File: config.mk
export PLATFORM = sky130hd
export DESIGN_NAME = jtcps1_watch_cnt
export DESIGN_NICKNAME = d
export VERILOG_FILES = /design/src/rtl/jtcps1_watch_cnt.sv
export SDC_FILE = /design/constraint.sdc
export NUM_CORES = 1
export LEC_CHECK = 0
export ABC_CLOCK_PERIOD_IN_PS = 1700
export CAP_MARGIN = 0
export CORE_MARGIN = 8
export CORE_UTILIZATION = 51
export CTS_BUF_LIST = sky130_fd_sc_hd__clkbuf_16
export DETAILED_ROUTE_END_ITERATION = 12
export HOLD_SLACK_MARGIN = 0.1
export PLACE_DENSITY_LB_ADDON = 0.08
export SYNTH_ARGS = -nofsm -noshare
export SYNTH_HDL_FRONTEND = slang
export SYNTH_SLANG_ARGS = --single-unit
File: constraint.sdc
create_clock -name clk -period 1.7 [get_ports clk]
set_input_delay 0.17 -clock clk [delete_from_list [all_inputs] [get_ports clk]]
set_output_delay 0.17 -clock clk [all_outputs]
set_load 0.02 [all_outputs]
File: src/rtl/jtcps1_watch_cnt.sv
// jtcps1_watch_cnt: debug-watch block for the CPS1 video/bus path.
// Each channel is sampled on pxl_cen. Rising edges are stretched and
// OR-reduced into watch, and they set a per-channel sticky flag.
// Build option JTCPS1_WATCH_CNT_EN adds per-frame saturating edge
// counters, read back through cnt_sel. Without that macro, cnt_sel is
// tied to 0 and VB/sel are ignored.
module jtcps1_watch_cnt #(
  parameter int W    = 16,
  parameter int STRW = 4,
  parameter int CNTW = 12,
  parameter int SELW = 4
) (
  input  logic            rst,
  input  logic            clk,
  input  logic            pxl_cen,
  input  logic            VB,
  input  logic [W-1:0]    sig_in,
  input  logic [W-1:0]    mask,
  input  logic [STRW-1:0] stretch,
  input  logic [SELW-1:0] sel,
  input  logic            clr,
  output logic            watch,
  output logic [W-1:0]    sticky,
  output logic [CNTW-1:0] cnt_sel
);

  // arm[i] is set by the first low sample after reset. A channel that was
  // already high when reset was released therefore gives no edge and no
  // watch until it has been seen low.
  logic [W-1:0]    s_d;
  logic [W-1:0]    arm;
  logic [W-1:0]    edge_det;
  logic [W-1:0]    str;
  logic [STRW-1:0] scnt [W];

  // Edge detect (cen-qualified) and stretched level per channel
  always_comb begin
    edge_det = pxl_cen ? (sig_in & ~s_d & arm) : '0;
    for (int i = 0; i < W; i++) begin
      str[i] = (s_d[i] & arm[i]) | (scnt[i] != '0);
    end
  end

  // Input sampling and arming on the pixel timebase
  always_ff @(posedge clk) begin
    if (rst) begin
      s_d <= '0;
      arm <= '0;
    end else if (pxl_cen) begin
      s_d <= sig_in;
      arm <= arm | ~sig_in;
    end
  end

  // Stretch counters: load on edge, hold while the sample is still high,
  // count down once it is low. An L-cycle pulse then lasts L+stretch cycles.
  always_ff @(posedge clk) begin
    if (rst) begin
      for (int i = 0; i < W; i++) scnt[i] <= '0;
    end else if (pxl_cen) begin
      for (int i = 0; i < W; i++) begin
        if (edge_det[i])
          scnt[i] <= stretch;
        else if (!s_d[i] && scnt[i] != '0)
          scnt[i] <= scnt[i] - STRW'(1);
      end
    end
  end

  // Masked OR of stretched channels, registered every clk
  always_ff @(posedge clk) begin
    if (rst) watch <= 1'b0;
    else     watch <= |(str & mask);
  end

  // Sticky flags, cleared by clr, which wins over a same-cycle edge
  always_ff @(posedge clk) begin
    if (rst || clr) sticky <= '0;
    else            sticky <= sticky | edge_det;
  end

`ifdef JTCPS1_WATCH_CNT_EN
  localparam logic [CNTW-1:0] CNT_MAX = '1;

  logic            vb_d;
  logic            vb_rise;
  logic [CNTW-1:0] lc [W];
  logic [CNTW-1:0] fc [W];
  logic [CNTW-1:0] fc_mux;

  assign vb_rise = pxl_cen & VB & ~vb_d;

  // VB delay register, sampled on the pixel timebase
  always_ff @(posedge clk) begin
    if (rst)          vb_d <= 1'b0;
    else if (pxl_cen) vb_d <= VB;
  end

  // Live and frame counters. An edge in the frame-closing cycle counts
  // toward the new frame.
  always_ff @(posedge clk) begin
    if (rst || clr) begin
      for (int i = 0; i < W; i++) begin
        lc[i] <= '0;
        fc[i] <= '0;
      end
    end else if (vb_rise) begin
      for (int i = 0; i < W; i++) begin
        fc[i] <= lc[i];
        lc[i] <= edge_det[i] ? CNTW'(1) : '0;
      end
    end else begin
      for (int i = 0; i < W; i++) begin
        if (edge_det[i] && lc[i] != CNT_MAX) lc[i] <= lc[i] + CNTW'(1);
      end
    end
  end

  // Select mux. Any sel with no matching channel reads 0.
  always_comb begin
    fc_mux = '0;
    for (int i = 0; i < W; i++) begin
      if (sel == SELW'(i)) fc_mux = fc[i];
    end
  end

  // Registered read-back of the selected previous-frame count
  always_ff @(posedge clk) begin
    if (rst || clr) cnt_sel <= '0;
    else            cnt_sel <= fc_mux;
  end
`else
  logic unused_cnt;

  assign cnt_sel    = '0;
  assign unused_cnt = ^{VB, sel};
`endif

endmodule

* Word-level counts from Yosys, hierarchy flattened
Memory sizes are Yosys's and may differ from the RTL's.
Cells that the tools add are included.
** Storage, ports and cells
- Logic and storage cells :: 321
- Bits in registers :: 49
- Memories kept :: 1
- Memory bits (writable) :: 64
- Output and inout port bits :: 29
** Cells by class
- Bitwise logic cells :: 71
- Reductions and logical operators :: 50
- Add/sub/neg operators :: 16
- Muxes and demuxes :: 179
** Memories
- scnt :: words 16, width 4, rd ports 16, clocked after Yosys merged registers in 0, wr ports 16, RTL line 34 : logic [STRW-1:0] scnt [W];
** Operators by type and width (count)
- 1-bit 2-to-1 mux :: 146
- 4-bit 2-to-1 mux :: 32
- 4-bit nonzero test :: 16
- 4-bit by 1-bit subtractor with 4-bit output, second input constant :: 16
- 16-bit bitwise AND :: 3
- 1-bit bitwise OR :: 48
- 16-bit inverter :: 2
- 16-bit bitwise OR :: 2
- 1-bit bitwise AND :: 16
- 1-bit logical AND :: 16
- 1-bit zero test :: 16
- 16-bit 2-to-1 mux :: 1
- 16-bit OR reduction :: 1
- 1-bit logical OR :: 1

* Longest topological paths before layout
- Depth after elaboration :: 10
- Depth in mapped cells :: 7

* Worst setup path after synthesis
Ideal clock, no wire load.
- Kind :: register -> register
- From :: mem scnt[7][0], in the netlist scnt[0][28]
- To :: reg watch
- Data required time :: 1553 ps
- Period minus slack after synthesis :: 1803 ps
- Cell stages (with the launch flop) :: 7
- Arrival time :: 1655 ps
- Slack :: -103 ps
- Path buffers :: 0
- Setup time :: 147 ps
- Path through :: edfxtp_1 inv_1 ha_1 nor3b_1 a21boi_0 a2111oi_0 a41oi_1
** RTL lines
- start: declaration :: RTL line 34
- end signal: assignment :: RTL line 73 : else watch <= |(str & mask);
- end: declaration :: RTL line 22 : output logic watch,

==> impl_metrics.py <==
metrics = {
    "setup_path": {
        "r2r_start": "scnt[1][28]",
        "reg2reg_slack_ps": -100,
        "end_kind": "register",
        "crit_path_start_kind": "register",
        "cpMostUsedCell": "nor3b_4",
        "cp_slowest_cell": "edfxtp_1",
        "cp.buffers_inverters": 2,
        "critPathArrivalTime_ps": 2020,
        "reg2reg_to": "scnt[1][28]",
        "crit_type": "register to register",
        "cp_top_family": "simple AND/OR/NAND/NOR gates",
        "crit_chain": "inv_2, ha_4, nor3b_4, buf_6, nor3b_4, nor2_1, a211oi_1",
        "critical_path_required_ps": 1920,
        "r2r_cells": 7,
        "crit_path_max_fanout": 7,
        "slowest_delay_ps": 380,
    },
    "cts": {
        "clk_path_buf_depth": 2,
        "cts_max_level": 4,
        "postCtsHoldBufs": 0,
        "cts-root-buf": "clkbuf_16",
        "tritoncts": "built",
        "cts.sinks": 113,
        "clk_latency_ps": 410,
        "path_clk_slew_ps": 50,
        "cts_buffers": 17,
    },
    "timing": {
        "min_period_ps": 1800,
        "period_share_pct": 106,
        "rsz0062_at_grt": "yes",
        "maxSlewHeadroom_pct": 62.3,
        "setup_viol": 18,
        "hold_viol": 0,
        "finalMaxSlewViolations": 0,
        "holdWs_ps": 145,
        "worstMarginPinSlew_ps": 565,
        "clock-skew-final_ps": 5.88,
        "fmax_mhz": 554,
        "fin_ws_ps": -104,
        "tns_ps": -837,
    },
    "yosys": {
        "synthAdderAreaFrac_pct": 3.29,
        "ys_top_cells_by_area": "edfxtp_1 (32%), dfxtp_1 (16%), nor2_1 (7.1%)",
        "async_flop_share_pct": 0,
        "synth_ff_type": "edfxtp_1",
        "yosysUniqueCellTypes": 40,
        "ys_top_cells_by_count": "nor2_1 (115), edfxtp_1 (64), inv_1 (54), dfxtp_1 (49), nand2_1 (46)",
        "netlist_instances": 660,
        "yosysWarnings": 0,
        "ys_seq_elements": 113,
        "synth_top_family_by_area": "simple AND/OR/NAND/NOR gates",
        "synthSimpleGateAreaFrac_pct": 22.5,
        "synth_area_per_cell_um2": 9.23,
        "synth_top_area_share_pct": 31.5,
        "synth_xor_area_share_pct": 3.16,
        "synth_compound_gate_area_share_pct": 13.0,
        "synth_area_leader_cell": "edfxtp_1",
        "syn-cell-area_mm2": 0.00609,
        "synth.most_common_cell": "nor2_1",
        "synth_edf_count": 64,
        "muxShareOfSynthArea_pct": 3.94,
        "seq_area_frac_synth_pct": 47.6,
    },
    "cells_and_area": {
        "layout.cells.non_filler": 980,
        "final_nets": 881,
        "fillers": 852,
        "drive_above_1_share_pct": 27.6,
        "multi_input_area_mm2": 0.00329,
        "seqCellArea_mm2": 0.00290,
        "diodes": 0,
        "area_delta_synth_final_pct": 42.9,
        "fin_util_pct": 73.4,
    },
    "pwr": {
        "p_leak_nw": 3.56,
        "total_power_w": 0.00904,
        "vdd_ir_drop_max_mv": 0.695,
        "p_per_area_mw_per_mm2": 1040,
    },
    "detailed_routing": {
        "drt_iter0_drc": 261,
        "viasPerCell": 5.31,
        "first_pass_iters": 4,
        "wl_per_cell_um": 16.4,
        "vias": 5202,
        "drtAntennaViolNets": 0,
        "wl_um": 16100,
        "remaining_drc_errors": 0,
    },
    "placement": {
        "gp_congestion": 0.817,
        "dpl.cell_count": 920,
        "dp_hpwl_um": 10500,
        "portBuffers": 56,
    },
    "die": {
        "core_area_mm2": 0.0119,
        "die_w_um": 125,
        "die-area_mm2": 0.0157,
        "row_count": 40,
        "ioPinCount": 74,
        "start_util_pct": 51.4,
        "die_h_um": 125,
    },
    "outcome": {
        "violations": "negative setup slack",
        "status": "finished with violations",
    },
    "hold_path": {
        "hp-class": "input port to register",
        "hold_path_depth": 3,
        "hold_end": "arm[12]",
        "min_from": "rst",
    },
    "global_route": {
        "grt_pass1_wl_um": 25400,
        "overflow": 0,
        "grt_max_degree": 52,
        "antenna_found_initial": 0,
        "grt_pass1_vias": 5409,
        "grt_use_total_pct": 20.2,
    },
    "job": {
        "max-cap-violations": 0,
    },
}
==> worst max path at each step <==
stage | startpoint | to | slack (ps) | cells after the start
5_1_grt | scnt[1][24] | scnt[1][26] | -170 | 7
6_report | scnt[1][28] | scnt[1][28] | -100 | 7
3_3_place_gp | scnt[1][8] | watch | -470 | 7
4_1_cts | scnt[0][5] | scnt[0][5] | -60 | 8
3_5_place_dp | scnt[1][8] | watch | -480 | 7
2_1_floorplan | scnt[1][16] | scnt[1][17] | 8 | 7
==> tightest hold or removal path, cell delays in order <==
cell and delay [ps]:
buf_2 140, buf_4 160, nor2_1 50
==> timing repair <==
item	in CTS	in global routing
setup buffers	10	20
setup endpoints to repair	64	79
pin swaps	17	21
resized for setup	61	57
==> cell type report <==
class | instances | area share, %
clock inverter | 15 | 2.29
clock buffer | 17 | 4.89
sequential | 113 | 33.3
tap | 147 | 2.11
timing repair buffer | 167 | 17.3
multi-input combinational | 467 | 37.8
inverter | 54 | 2.33
==> flip-flops by register name, summed over array words and instances (netlist names) <==
register  flops
scnt         64
arm          16
s_d          16
sticky       16
watch         1
==> stage by stage <==
step	area [µm²]	setup slack, ps
global route	8710	-170
detailed placement	7400	-482
floorplan	6170	7.80
finish	8710	-104
global placement	7400	-474
CTS	8330	-62.3
==> power by group <==
part	internal (W)	switching, W
clock	0.00256	0.00122
sequential	0.00316	0.000200
combinational	0.00100	0.000892
==> routing by layer <==
metal  vias to the layer above  part of all wire (%)  wire (µm)  GRT usage [%]
met5                         -                     0          0              0
met4                         0                   2.6        416           9.17
met3                        36                   4.1        657           4.55
met2                       116                    52       8400           36.9
met1                      2458                    41       6630           21.9
li1                       2592                     -          -              -
==> logic make-up after synthesis <==
kind of cell | count (synthesis)
compound gates | 120
xor+xnor | 22
fa+ha+maj | 16
buf+inv | 91
flops | 113
mux | 24
other cells | 1
simple gates | 273
==> cell usage in the layout (no fill, tap or decap), types with 20 or more instances in the layout <==
cell and count:
nor2_1 111, buf_4 93, edfxtp_1 64, clkdlybuf4s50_1 54, dfxtp_1 49, inv_1 48
nand2_1 44, a21oi_1 43, nor3_1 27, mux2i_1 24, nand2b_1 20
(Power assumes the default switching activity.)
==> variant 1 (config.mk and constraints unchanged) <==
Add an input register stage for `sig_in`, `mask` and `stretch`, cleared by the reset; this delays them by one clock. The other inputs are not delayed to match. Comments in the files are not updated.
--- a/src/rtl/jtcps1_watch_cnt.sv
+++ b/src/rtl/jtcps1_watch_cnt.sv
@@ -26,2 +26,18 @@
 
+  logic [W-1:0] sig_q;
+  logic [W-1:0] mask_q;
+  logic [STRW-1:0] stretch_q;
+
+  always_ff @(posedge clk) begin
+    if (rst) begin
+      sig_q     <= '0;
+      mask_q    <= '0;
+      stretch_q <= '0;
+    end else begin
+      sig_q     <= sig_in;
+      mask_q    <= mask;
+      stretch_q <= stretch;
+    end
+  end
+
   // arm[i] is set by the first low sample after reset. A channel that was
@@ -37,3 +53,3 @@
   always_comb begin
-    edge_det = pxl_cen ? (sig_in & ~s_d & arm) : '0;
+    edge_det = pxl_cen ? (sig_q & ~s_d & arm) : '0;
     for (int i = 0; i < W; i++) begin
@@ -49,4 +65,4 @@
     end else if (pxl_cen) begin
-      s_d <= sig_in;
-      arm <= arm | ~sig_in;
+      s_d <= sig_q;
+      arm <= arm | ~sig_q;
     end
@@ -62,3 +78,3 @@
         if (edge_det[i])
-          scnt[i] <= stretch;
+          scnt[i] <= stretch_q;
         else if (!s_d[i] && scnt[i] != '0)
@@ -72,3 +88,3 @@
     if (rst) watch <= 1'b0;
-    else     watch <= |(str & mask);
+    else     watch <= |(str & mask_q);
   end
Function: changed (Yosys sat finds a counterexample within 4 cycles, from zero or initial values and one cycle with rst high).
==> variant 1 against the unedited design <==
- the flow still finishes with violations (negative setup slack)
- fmax rose by 2.9%
- cell count is 9.1% higher
- worst setup slack better by 50 ps
- total power up 9.5%
- final area up 8.5%
- clock power down 2%
- area after synthesis increased by 17%
- clock skew is 1.7 ps higher
- sequential cell count is 36 higher
- combinational power is essentially flat
- synthesized cell count rose by 12%
- routed wire length up 6.4%
==> variant 1: results (changes against the unedited design) <==
status - finished, violations left
failing checks - negative setup slack
non-clock buffer share of cell area - 13.8% (-3.4 points)
Adder-Cell Fraction of Synth Area - 2.81% (-0.47 points)
worst setup margin - -53.7 ps (+50.1 ps)
sequential share of the synthesized area - 50.9% (+3.3 points)
pin count of the biggest net entering global routing - 112 (+120%)
XOR/XNOR Fraction of Synth Area - 2.22% (-0.95 points)
# clk buffers - 18 (+1)
Post-Route Skew - 7.55 ps (+1.67 ps)
syn_area_per_cell - 9.59 µm² (+3.8%)
Detail Placement HPWL - 11200 µm (+6.1%)
Nets - 937 (+6.4%)
register share of the cell area - 38.4% (+5.0 points)
post-synthesis compound-gate area fraction - 11.3% (-1.7 points)
clock latency on the worst-skew pair - 430 ps (+20 ps)
hold_ws - 233 ps (+87.1 ps)
FF-to-FF Start - scnt[1][20]
endpoints failing setup - 4 (-14)
Reg2Reg Setup Slack - -50 ps (+50 ps)
Non-clock inverters - 55 (+1.9%)
num sequential - 149 (+32%)
combinational power share - 19.2% (-1.8 points)
Psw - 2.60 mW (+12%)
Hold Path Sink - arm[13]
DR vias/cell - 5.20 (-2.1%)
internal cell power - 7.30 mW (+8.5%)
Placement Setup Slack - -830 ps (-348 ps)
Clock-cell share - 6.20% (-0.97 points)
max incr delay on CP - 420 ps (+40 ps)
## variant 1: how the worst max path moves through the flow
| stage | endpoint | slack (ps) | cells after the start | from |
|---|---|---|---|---|
| 2_1_floorplan | watch | 0.6 | 6 | scnt[1][28] |
| 3_3_place_gp | watch | -660 | 6 | scnt[1][8] |
| 3_5_place_dp | watch | -830 | 6 | scnt[1][8] |
| 4_1_cts | scnt[0][30] | -50 | 8 | scnt[0][29] |
| 5_1_grt | watch | -130 | 6 | scnt[0][16] |
| 6_report | watch | -50 | 6 | scnt[1][20] |
## variant 1: routing by layer
| layer | global-route usage, % | share of wire (%) |
|---|---|---|
| met1 | 22.4 | 43 |
| met2 | 32.0 | 51 |
| met3 | 4.97 | 5.2 |
| met4 | 8.48 | 1.5 |
| met5 | 0 | 0 |
## variant 1: repair_timing
item / CTS / global route
pin swaps: 27 / 26
resized for setup: 43 / 60
buffers inserted: 4 / 15
endpoints found under the setup margin: 51 / 69
==> variant 2 (same flow settings) <==
Made on the original files. The parameter `W` goes from 16 to 64.
--- a/src/rtl/jtcps1_watch_cnt.sv
+++ b/src/rtl/jtcps1_watch_cnt.sv
@@ -7,3 +7,3 @@
 module jtcps1_watch_cnt #(
-  parameter int W    = 16,
+  parameter int W    = 64,
   parameter int STRW = 4,
Interface: changed (resized mask, sig_in and sticky); port bits go from 74 to 218. No check against the original RTL was run, so the function may have changed too.
==> variant 2 against the unedited design <==
- the run still ends with negative setup slack left
- routed wire length increased to 4.3 times the old value
- area after synthesis increased to 4.0 times the old value
- global-route usage grew 4.0 points
- combinational power increased to 4.4 times the old value
- clock skew grew 8.6 ps
- count of clock-buffer cells in the layout grew 36
- sequential power rose to 4.0 times the old value
- sequential cell count increased by 336
- total power grew to 3.5 times the old value
- final area rose to 3.7 times the old value
- worst setup slack got worse by 190 ps
==> variant 2: results (changes against the unedited design) <==
endpoints failing setup - 39 (+21)
Total Routing Usage GR - 24.2% (+4.0 points)
vias in the first global route - 20.8k (+290%)
Nets - 3437 (+290%)
TritonCTS buffer count - 51 (+34)
WL met2 - 34500 µm (+310%)
Post-DP Area - 29200 µm² (+290%)
Top Layer Used - met5
Multi-Input Combinational - 1927 (+310%)
number of flip-flops under the largest register name - 256 (+300%)
Lkg Pwr - 13.2 nW (+270%)
Post-Route Skew - 14.5 ps (+8.62 ps)
XOR/XNOR Fraction of Synth Area - 2.23% (-0.93 points)
Non-clock inverters - 225 (+320%)
crit path DAT - 2460 ps (+440 ps)
post-CTS setup buffer count - 30 (+20)
DR vias/cell - 5.49 (+3.4%)
clock network fraction of total power - 31.8% (-10 points)
Adder-Cell Fraction of Synth Area - 3.29% (+0.0056 points)
syn_area_per_cell - 8.86 µm² (-4.0%)
combinational power share - 26.1% (+5.1 points)
DR WL met3 - 3670 µm (+460%)
CTS resizes - 156 (+160%)
num sequential - 449 (+300%)
count of hold-fix buffers inserted at cts - 3 (+3)
fraction of area in multi-input gates - 38.6% (+0.81 points)
Non-clk bufs - 578 (+250%)
CTS H-tree lvls - 2 (-2)
failing checks - negative setup slack
number of port buffers - 200 (+260%)
Placement Setup Slack - -624 ps (-142 ps)
status - finished, violations left
internal cell power - 22.6 mW (+240%)
synth unique cells - 38 (-5.0%)
max incr delay on CP - 420 ps (+40 ps)
layout cells sized above 1 - 22.2% (-5.4 points)
RePlAce Congestion - 0.846 (+3.6%)
wire length on met1 - 29600 µm (+350%)
Post-synth EDFFs - 256 (+300%)
most frequent cells after synthesis - 406 x nor2_1, 291 x a21oi_1, 271 x nand2_1, 256 x edfxtp_1, 229 x nor3_1
Detail Placement HPWL - 48000 µm (+360%)
largest cells by area after synthesis - edfxtp_1 32%, dfxtp_1 16%, nor2_1 6.3%, a21oi_1 6.0%, nor3_1 4.7%
Fill cells - 3816 (+350%)
post-synthesis compound-gate area fraction - 14.3% (+1.4 points)
total negative setup slack - -2040 ps (-1210 ps)
sequential share of the synthesized area - 47.5% (-0.17 points)
antenna cells - 9 (+9)
Routed wire per std cell - 17.8 µm (+8.3%)
Core Box Area - 47400 µm² (+300%)
area delta synth->final - 32.3%
Finished Layout Cells - 3898 (+300%)
CTS Buffer Depth - 3 (+1)
drt pass-1 iters - 6 (+2)
worst setup margin - -289 ps (-185 ps)
Placed Cells - 3744 (+310%)
variant 2: cell types whose count changed after synthesis, sizes merged, moves of 55 or more:
cell | before | now
nor2 | 115 | 420
a21oi | 45 | 291
dfxtp | 49 | 193
edfxtp | 64 | 256
inv | 54 | 225
nand2 | 46 | 271
nor3 | 27 | 229
a31oi | 7 | 62
clkbuf | 20 | 105
variant 2: worst paths after layout:
kind                                 start          to  slack, ps  depth (start not counted)
worst max-delay path            scnt[0][0]       watch       -290                          8
worst min-delay path            stretch[0]  scnt[1][4]        150                          3
worst max register to register  scnt[0][0]       watch       -290                          8
worst min register to register   sticky[4]   sticky[4]        460                          2
variant 2: metal layers:
layer,GRT usage [%],vias to the layer above
met2,42.3,508
met1,30.7,10200
li1,-,10500
met4,7.58,2
met5,0,-
met3,3.61,103
variant 2: cell families (layout without fill, tap and decap cells):
family          after synthesis  in the layout
compound gates              545            545
fa+ha+maj                    64             64
flops                       449            449
buf+inv                     380            898
simple gates               1180           1180
xor+xnor                     62             62
other cells                   1             21
mux                          64             64
